==> src/rtl/axis_adc_sampler.sv <==
// SAR ADC acquisition engine: CNV timing, BUSY wait, multi-lane SPI read,
// 2^n averaging and a one-deep AXI-Stream output with overflow detection.
module axis_adc_sampler #(
    parameter int NUM_SDI      = 4,
    parameter int DATA_WIDTH   = 32,
    parameter int SCK_DIV      = 2,
    parameter int CNV_HIGH     = 4,
    parameter int BUSY_TIMEOUT = 512,
    parameter int MAX_AVG_LOG2 = 4
) (
    input  logic                  aclk,
    input  logic                  aresetn,
    input  logic                  enable,
    input  logic [15:0]           cfg_period,
    input  logic [2:0]            cfg_avg_log2,
    input  logic                  status_clr,
    output logic                  cnv,
    input  logic                  busy,
    output logic                  spi_csn,
    output logic                  spi_clk_out,
    input  logic [NUM_SDI-1:0]    spi_sdi,
    output logic [DATA_WIDTH-1:0] m_axis_tdata,
    output logic                  m_axis_tvalid,
    input  logic                  m_axis_tready,
    output logic                  overflow,
    output logic                  timeout,
    output logic                  ready
);

    localparam int BITS = DATA_WIDTH / NUM_SDI;
    localparam int BW   = $clog2(BITS) + 1;
    localparam int AW   = DATA_WIDTH + MAX_AVG_LOG2;
    localparam int CW   = MAX_AVG_LOG2 + 1;
    localparam int TW   = 16;

    typedef enum logic [2:0] {
        S_IDLE,
        S_CNV,
        S_WAIT,
        S_READ,
        S_ACC
    } state_t;

    state_t r_state;
    state_t w_next;

    logic                  r_busy_m;
    logic                  r_busy_s;
    logic [15:0]           r_per;
    logic                  r_first;
    logic [TW-1:0]         r_tmr;
    logic                  r_phase;
    logic [BW-1:0]         r_bit;
    logic [DATA_WIDTH-1:0] r_shreg;
    logic [AW-1:0]         r_acc;
    logic [CW-1:0]         r_cnt;
    logic [2:0]            r_neff;
    logic [DATA_WIDTH-1:0] r_tdata;
    logic                  r_tvalid;
    logic                  r_ovf;
    logic                  r_tmo;

    logic                  w_go;
    logic                  w_cnv_done;
    logic                  w_busy_ok;
    logic                  w_tmo;
    logic                  w_half_end;
    logic                  w_sample;
    logic                  w_last_bit;
    logic [2:0]            w_neff_cfg;
    logic [2:0]            w_neff;
    logic [AW-1:0]         w_acc_sum;
    logic [CW-1:0]         w_cnt_inc;
    logic                  w_blk_done;
    logic [DATA_WIDTH-1:0] w_result;
    logic                  w_emit;
    logic                  w_load;

    // Period of 0 or anything shorter than the loop degenerates to back-to-back.
    assign w_go       = enable &&
                        (r_first || ({1'b0, r_per} + 17'd1 >= {1'b0, cfg_period}));
    assign w_cnv_done = r_tmr == TW'(CNV_HIGH - 1);
    assign w_busy_ok  = (r_tmr >= TW'(2)) && !r_busy_s;
    assign w_tmo      = r_tmr == TW'(BUSY_TIMEOUT - 1);
    assign w_half_end = r_tmr == TW'(SCK_DIV - 1);
    assign w_sample   = r_phase && w_half_end;
    assign w_last_bit = r_bit == BW'(BITS - 1);

    assign w_neff_cfg = (cfg_avg_log2 > 3'(MAX_AVG_LOG2)) ?
                        3'(MAX_AVG_LOG2) : cfg_avg_log2;
    assign w_neff     = (r_cnt == '0) ? w_neff_cfg : r_neff;
    assign w_acc_sum  = r_acc + {{MAX_AVG_LOG2{r_shreg[DATA_WIDTH-1]}}, r_shreg};
    assign w_cnt_inc  = r_cnt + 1'b1;
    assign w_blk_done = w_cnt_inc == (CW'(1) << w_neff);
    assign w_result   = DATA_WIDTH'($signed(w_acc_sum) >>> w_neff);
    assign w_emit     = (r_state == S_ACC) && w_blk_done;
    assign w_load     = w_emit && (!r_tvalid || m_axis_tready);

    always_comb begin
        w_next = r_state;
        unique case (r_state)
            S_IDLE: if (w_go) w_next = S_CNV;
            S_CNV:  if (w_cnv_done) w_next = S_WAIT;
            S_WAIT: if (w_busy_ok || w_tmo) w_next = S_READ;
            S_READ: if (w_sample && w_last_bit) w_next = S_ACC;
            S_ACC:  w_next = S_IDLE;
            default: w_next = S_IDLE;
        endcase
    end

    always_ff @(posedge aclk) begin
        if (!aresetn) r_state <= S_IDLE;
        else          r_state <= w_next;
    end

    always_ff @(posedge aclk) begin
        if (!aresetn) begin
            r_busy_m <= 1'b0;
            r_busy_s <= 1'b0;
            r_per    <= '0;
            r_first  <= 1'b1;
            r_tmr    <= '0;
            r_phase  <= 1'b0;
            r_bit    <= '0;
            r_shreg  <= '0;
            r_acc    <= '0;
            r_cnt    <= '0;
            r_neff   <= '0;
            r_tdata  <= '0;
            r_tvalid <= 1'b0;
            r_ovf    <= 1'b0;
            r_tmo    <= 1'b0;
        end else begin
            r_busy_m <= busy;
            r_busy_s <= r_busy_m;

            if (!enable)                      r_first <= 1'b1;
            else if (r_state == S_IDLE && w_go) r_first <= 1'b0;

            if (r_state == S_IDLE && w_go) r_per <= '0;
            else if (r_per != 16'hFFFF)    r_per <= r_per + 16'd1;

            if (w_next != r_state || (r_state == S_READ && w_half_end))
                r_tmr <= '0;
            else
                r_tmr <= r_tmr + 1'b1;

            if (r_state != S_READ) r_phase <= 1'b0;
            else if (w_half_end)   r_phase <= ~r_phase;

            if (r_state != S_READ) r_bit <= '0;
            else if (w_sample)     r_bit <= r_bit + 1'b1;

            if (r_state == S_READ && w_sample)
                r_shreg <= {r_shreg[DATA_WIDTH-NUM_SDI-1:0], spi_sdi};

            // Dropping enable throws away a partially filled averaging block.
            if (r_state == S_ACC) begin
                if (r_cnt == '0) r_neff <= w_neff_cfg;
                if (w_blk_done || !enable) begin
                    r_acc <= '0;
                    r_cnt <= '0;
                end else begin
                    r_acc <= w_acc_sum;
                    r_cnt <= w_cnt_inc;
                end
            end else if (r_state == S_IDLE && !enable) begin
                r_acc <= '0;
                r_cnt <= '0;
            end

            if (w_load) begin
                r_tdata  <= w_result;
                r_tvalid <= 1'b1;
            end else if (m_axis_tready) begin
                r_tvalid <= 1'b0;
            end

            if (w_emit && r_tvalid && !m_axis_tready) r_ovf <= 1'b1;
            else if (status_clr)                      r_ovf <= 1'b0;

            if (r_state == S_WAIT && !w_busy_ok && w_tmo) r_tmo <= 1'b1;
            else if (status_clr)                          r_tmo <= 1'b0;
        end
    end

    assign cnv           = r_state == S_CNV;
    assign spi_csn       = r_state != S_READ;
    assign spi_clk_out   = (r_state == S_READ) && r_phase;
    assign ready         = r_state == S_IDLE;
    assign m_axis_tdata  = r_tdata;
    assign m_axis_tvalid = r_tvalid;
    assign overflow      = r_ovf;
    assign timeout       = r_tmo;

endmodule

==> config.mk <==
export PLATFORM = sky130hd
export DESIGN_NAME = axis_adc_sampler
export DESIGN_NICKNAME = d
export VERILOG_FILES = /design/src/rtl/axis_adc_sampler.sv
export SDC_FILE = /design/constraint.sdc
export NUM_CORES = 1
export LEC_CHECK = 0
export ABC_AREA = 1
export CAP_MARGIN = 25
export CORE_UTILIZATION = 55
export CTS_BUF_LIST = sky130_fd_sc_hd__clkbuf_16
export DETAILED_ROUTE_END_ITERATION = 10
export GPL_ROUTABILITY_DRIVEN = 0
export GPL_TIMING_DRIVEN = 0
export PLACE_DENSITY = 0.85
export SLEW_MARGIN = 40
export SYNTH_ARGS = -nofsm -noshare
export SYNTH_HDL_FRONTEND = slang
export SYNTH_SLANG_ARGS = --single-unit
==> constraint.sdc <==
create_clock -name aclk -period 3.4 [get_ports aclk]
set_clock_uncertainty 0.05 [all_clocks]
set_input_delay 0.51 -clock aclk [delete_from_list [all_inputs] [get_ports aclk]]
set_output_delay 0.51 -clock aclk [all_outputs]
set_load 0.01 [all_outputs]
==> results.cfg <==
[synth]
synth.distinct_cells = 36
synth-seq-cells = 154
syn-num-nets = 1812
synth_cells = 1724
async_reset_ff_share_pct = 0
synthFlopType = dfxtp_1
yosys_warnings = 0
syn_area_per_cell_um2 = 6.162
yosysSeqAreaShare_pct = 29.02
syn_area_mm2 = 0.01062
synth_edf_count = 0

[clocking]
root_buffer = clkbuf_16
cts_buffers = 17
clk_pin_slew_ns = 0.07
cts.sinks = 154
htree_levels = 4
cts_hold_buffers = 0
cts.path.max_buffers = 2
clk_latency_ns = 0.44
cts_tree = done

[worst_setup_path]
start_kind = register
cp_max_fo = 10
cp-startpoint = r_per[0]
end_kind = register
path_class = reg2reg
arrival_ns = 3.62
rr_startpoint = r_per[0]
cp.required_ns = 3.71

[timing]
rsz0062_at_grt = true
setup_viol = 0
hold-worst-slack_ns = 0.3735
clock.fmax_mhz = 302.8
finalHoldViolCount = 0
worstMarginPinSlew_ns = 0.8512
timing.final.crit_share_pct = 97.14
slew_headroom_pct = 43.26
final_max_slew_viol_count = 0
fin_crit_ns = 3.303

[routing]
vias = 11520
vias_per_cell = 5.514
drt-pass1-iter-count = 6
drtIter0Drc = 1252
antenna_left = 0
routed_wl_um = 30950
route.detailed.wl_per_inst_um = 14.82
drcViolationCount = 0

[placed_design]
portBuffers = 67
dpl.cell_count = 2051
place_area_mm2 = 0.01162
hpwlAfterDp_um = 23420

[floorplanning]
start_util_pct = 56.42
design.core.area_mm2 = 0.01883
die_w_um = 141.0
io_pins = 68
dieArea_mm2 = 0.01988
die_h_um = 141.0
rows = 50

[worst_hold_path]
hold_path.class = reg2reg
min-delay-start = r_busy_m

[layout]
fin_util_pct = 66.07
drive_above_1_share_pct = 5.905
nets = 1904
fin_area_mm2 = 0.01244
ff_latch_area_mm2 = 0.003088
multiInputGateArea_mm2 = 0.006459
layout.cells.non_filler = 2089
area_growth_pct = 17.10
fillers = 1638
antenna_cells = 0

[grt]
grt_first_pass_wirelength_um = 50110
grt_max_degree = 17
grt_use_total_pct = 31.56
antenna_found_initial = 0
overflow = 0
grt_pass1_vias = 10700

[pwr]
power_density_mw_per_mm2 = 332.7
p_int_mw = 3.051
seqPwrFrac_pct = 44.1
p_leak_nw = 5.783
ir_drop_mv = 0.3083
switching_share_pct = 26.27
combPwrFrac_pct = 8.7
power.switching_mw = 1.087
clkPwrFrac_pct = 47.3

[status]
status = finished, final reports clean

[run]
cap_violations = 0
critical path: stages (launching register included):
cell and delay, ns:
dfxtp_4 0.37, ha_2 0.18, nand2_1 0.09, nor2_4 0.15, nand3_4 0.10, nor2_4 0.12, nand2_2 0.10, nor2_4 0.19
nand3_4 0.10, xnor2_2 0.15, ha_1 0.31, nand2_1 0.07, inv_1 0.06, nand4_1 0.11, o31ai_2 0.26, nor2_1 0.08
nand2_1 0.10, nand2_2 0.11, nand3_2 0.12, nand2_4 0.09, buf_6 0.16, nor3_1 0.16
cell families (layout without fill, tap and decap cells):
group                      after synthesis  count (layout)  synth area share, %
and+or+nand+nor                        916             916                37.13
buffers and inverters                  317             422                11.54
AOI/OAI and AO/OA                      229             229                11.05
DFF                                    154             154                29.02
adders and majority gates               59              59                7.019
xor gates and xnor gates                47              47                4.051
muxes                                    2               2               0.1884
power by group through the flow:
| stage | combinational (mW) | clock (mW) | sequential [mW] |
|---|---|---|---|
| after floorplan | 0.213 | 0 | 1.86 |
| after global placement | 0.319 | 0 | 1.86 |
| after detailed placement | 0.326 | 0 | 1.86 |
| after CTS | 0.333 | 1.97 | 1.82 |
| after global routing | 0.390 | 2.06 | 1.82 |
| final | 0.359 | 1.96 | 1.82 |
through the flow:
stage          TNS, ns  setup slack, ns  total power [mW]
2_1_floorplan        0           0.4799             2.073
3_3_place_gp         0          0.02244             2.181
3_5_place_dp    -1.053          -0.1104             2.189
4_1_cts              0        0.0003944             4.121
5_1_grt         -1.435         -0.08810             4.274
6_report             0          0.09711             4.138
synth_stat cells, types with 6 or more instances:
cell      count  share of area (%)
buf_1        10               0.35
xor2_1       38                3.1
clkbuf_1     32                1.1
nor2_2        7               0.41
nand2_1     476                 17
ha_1         58                6.8
inv_1       255                9.0
nand3_1     204                9.6
o21ai_1      10               0.47
buf_2        11               0.52
nand4_1      28                1.6
nor3_1       37                1.7
dfxtp_1     154                 29
nor2_1      139                4.9
a21oi_1     150                7.1
nand3b_1      6               0.42
o21ai_0      57                2.7
xnor2_1       8               0.66
registers in the layout, summed over array words and instances (netlist names):
| name | flops |
|---|---|
| r_busy_s | 1 |
| overflow | 1 |
| m_axis_tdata | 32 |
| r_first | 1 |
| r_state | 3 |
| r_busy_m | 1 |
| m_axis_tvalid | 1 |
| r_cnt | 5 |
| timeout | 1 |
| r_bit | 4 |
| r_tmr | 16 |
| r_phase | 1 |
| r_neff | 3 |
| r_per | 16 |
| r_acc | 36 |
| r_shreg | 32 |
cell type report:
| class | instances | area share, % |
|---|---|---|
| Buffer | 58 | 2.192 |
| Clock buffer | 17 | 3.419 |
| Clock inverter | 15 | 1.468 |
| Inverter | 259 | 7.815 |
| Multi-Input combinational cell | 1253 | 51.92 |
| Sequential cell | 154 | 24.82 |
| Tap cell | 260 | 2.615 |
| Timing Repair Buffer | 73 | 5.753 |
layer usage:
| layer | routed length, µm | up-vias | track usage, % |
|---|---|---|---|
| li1 | - | 5721 | - |
| met1 | 13010 | 5152 | 40.21 |
| met2 | 13940 | 540 | 50.77 |
| met4 | 1417 | 0 | 16.42 |
| met5 | 0 | - | 0 |
| met3 | 2583 | 105 | 6.012 |
repair_timing:
item,in CTS,in global routing
buffers inserted,1,5
pin swaps,2,9
gates resized for setup,6,31
endpoints found under the setup margin,21,32
final timing paths:
kind | to | slack (ns) | depth (start not counted)
worst min register to register | r_busy_s | 0.37 | 2
worst max-delay path | r_tmr[6] | 0.1 | 21
worst max register to register | r_tmr[6] | 0.1 | 21
worst min-delay path | r_busy_s | 0.37 | 2
cells in the final DEF (no fill, tap or decap), drive strengths merged:
master | synthesis | layout
clkinvlp | 0 | 2
dfxtp | 154 | 154
nand3 | 207 | 207
nor3 | 40 | 40
or2 | 3 | 3
a21oi | 150 | 150
o31ai | 1 | 1
a211oi | 1 | 1
fa | 1 | 1
clkdlybuf4s50 | 0 | 67
nor2 | 150 | 150
o21bai | 3 | 3
nand3b | 6 | 6
a31oi | 2 | 2
a22oi | 1 | 1
bufinv | 0 | 2
xor2 | 38 | 38
o211ai | 4 | 4
xnor2 | 9 | 9
ha | 58 | 58
inv | 259 | 266
clkinv | 0 | 4
clkbuf | 32 | 50
mux2i | 2 | 2
o21ai | 67 | 67
nand2 | 482 | 482
buf | 26 | 31
nand4 | 28 | 28
(Power assumes the default switching activity.)
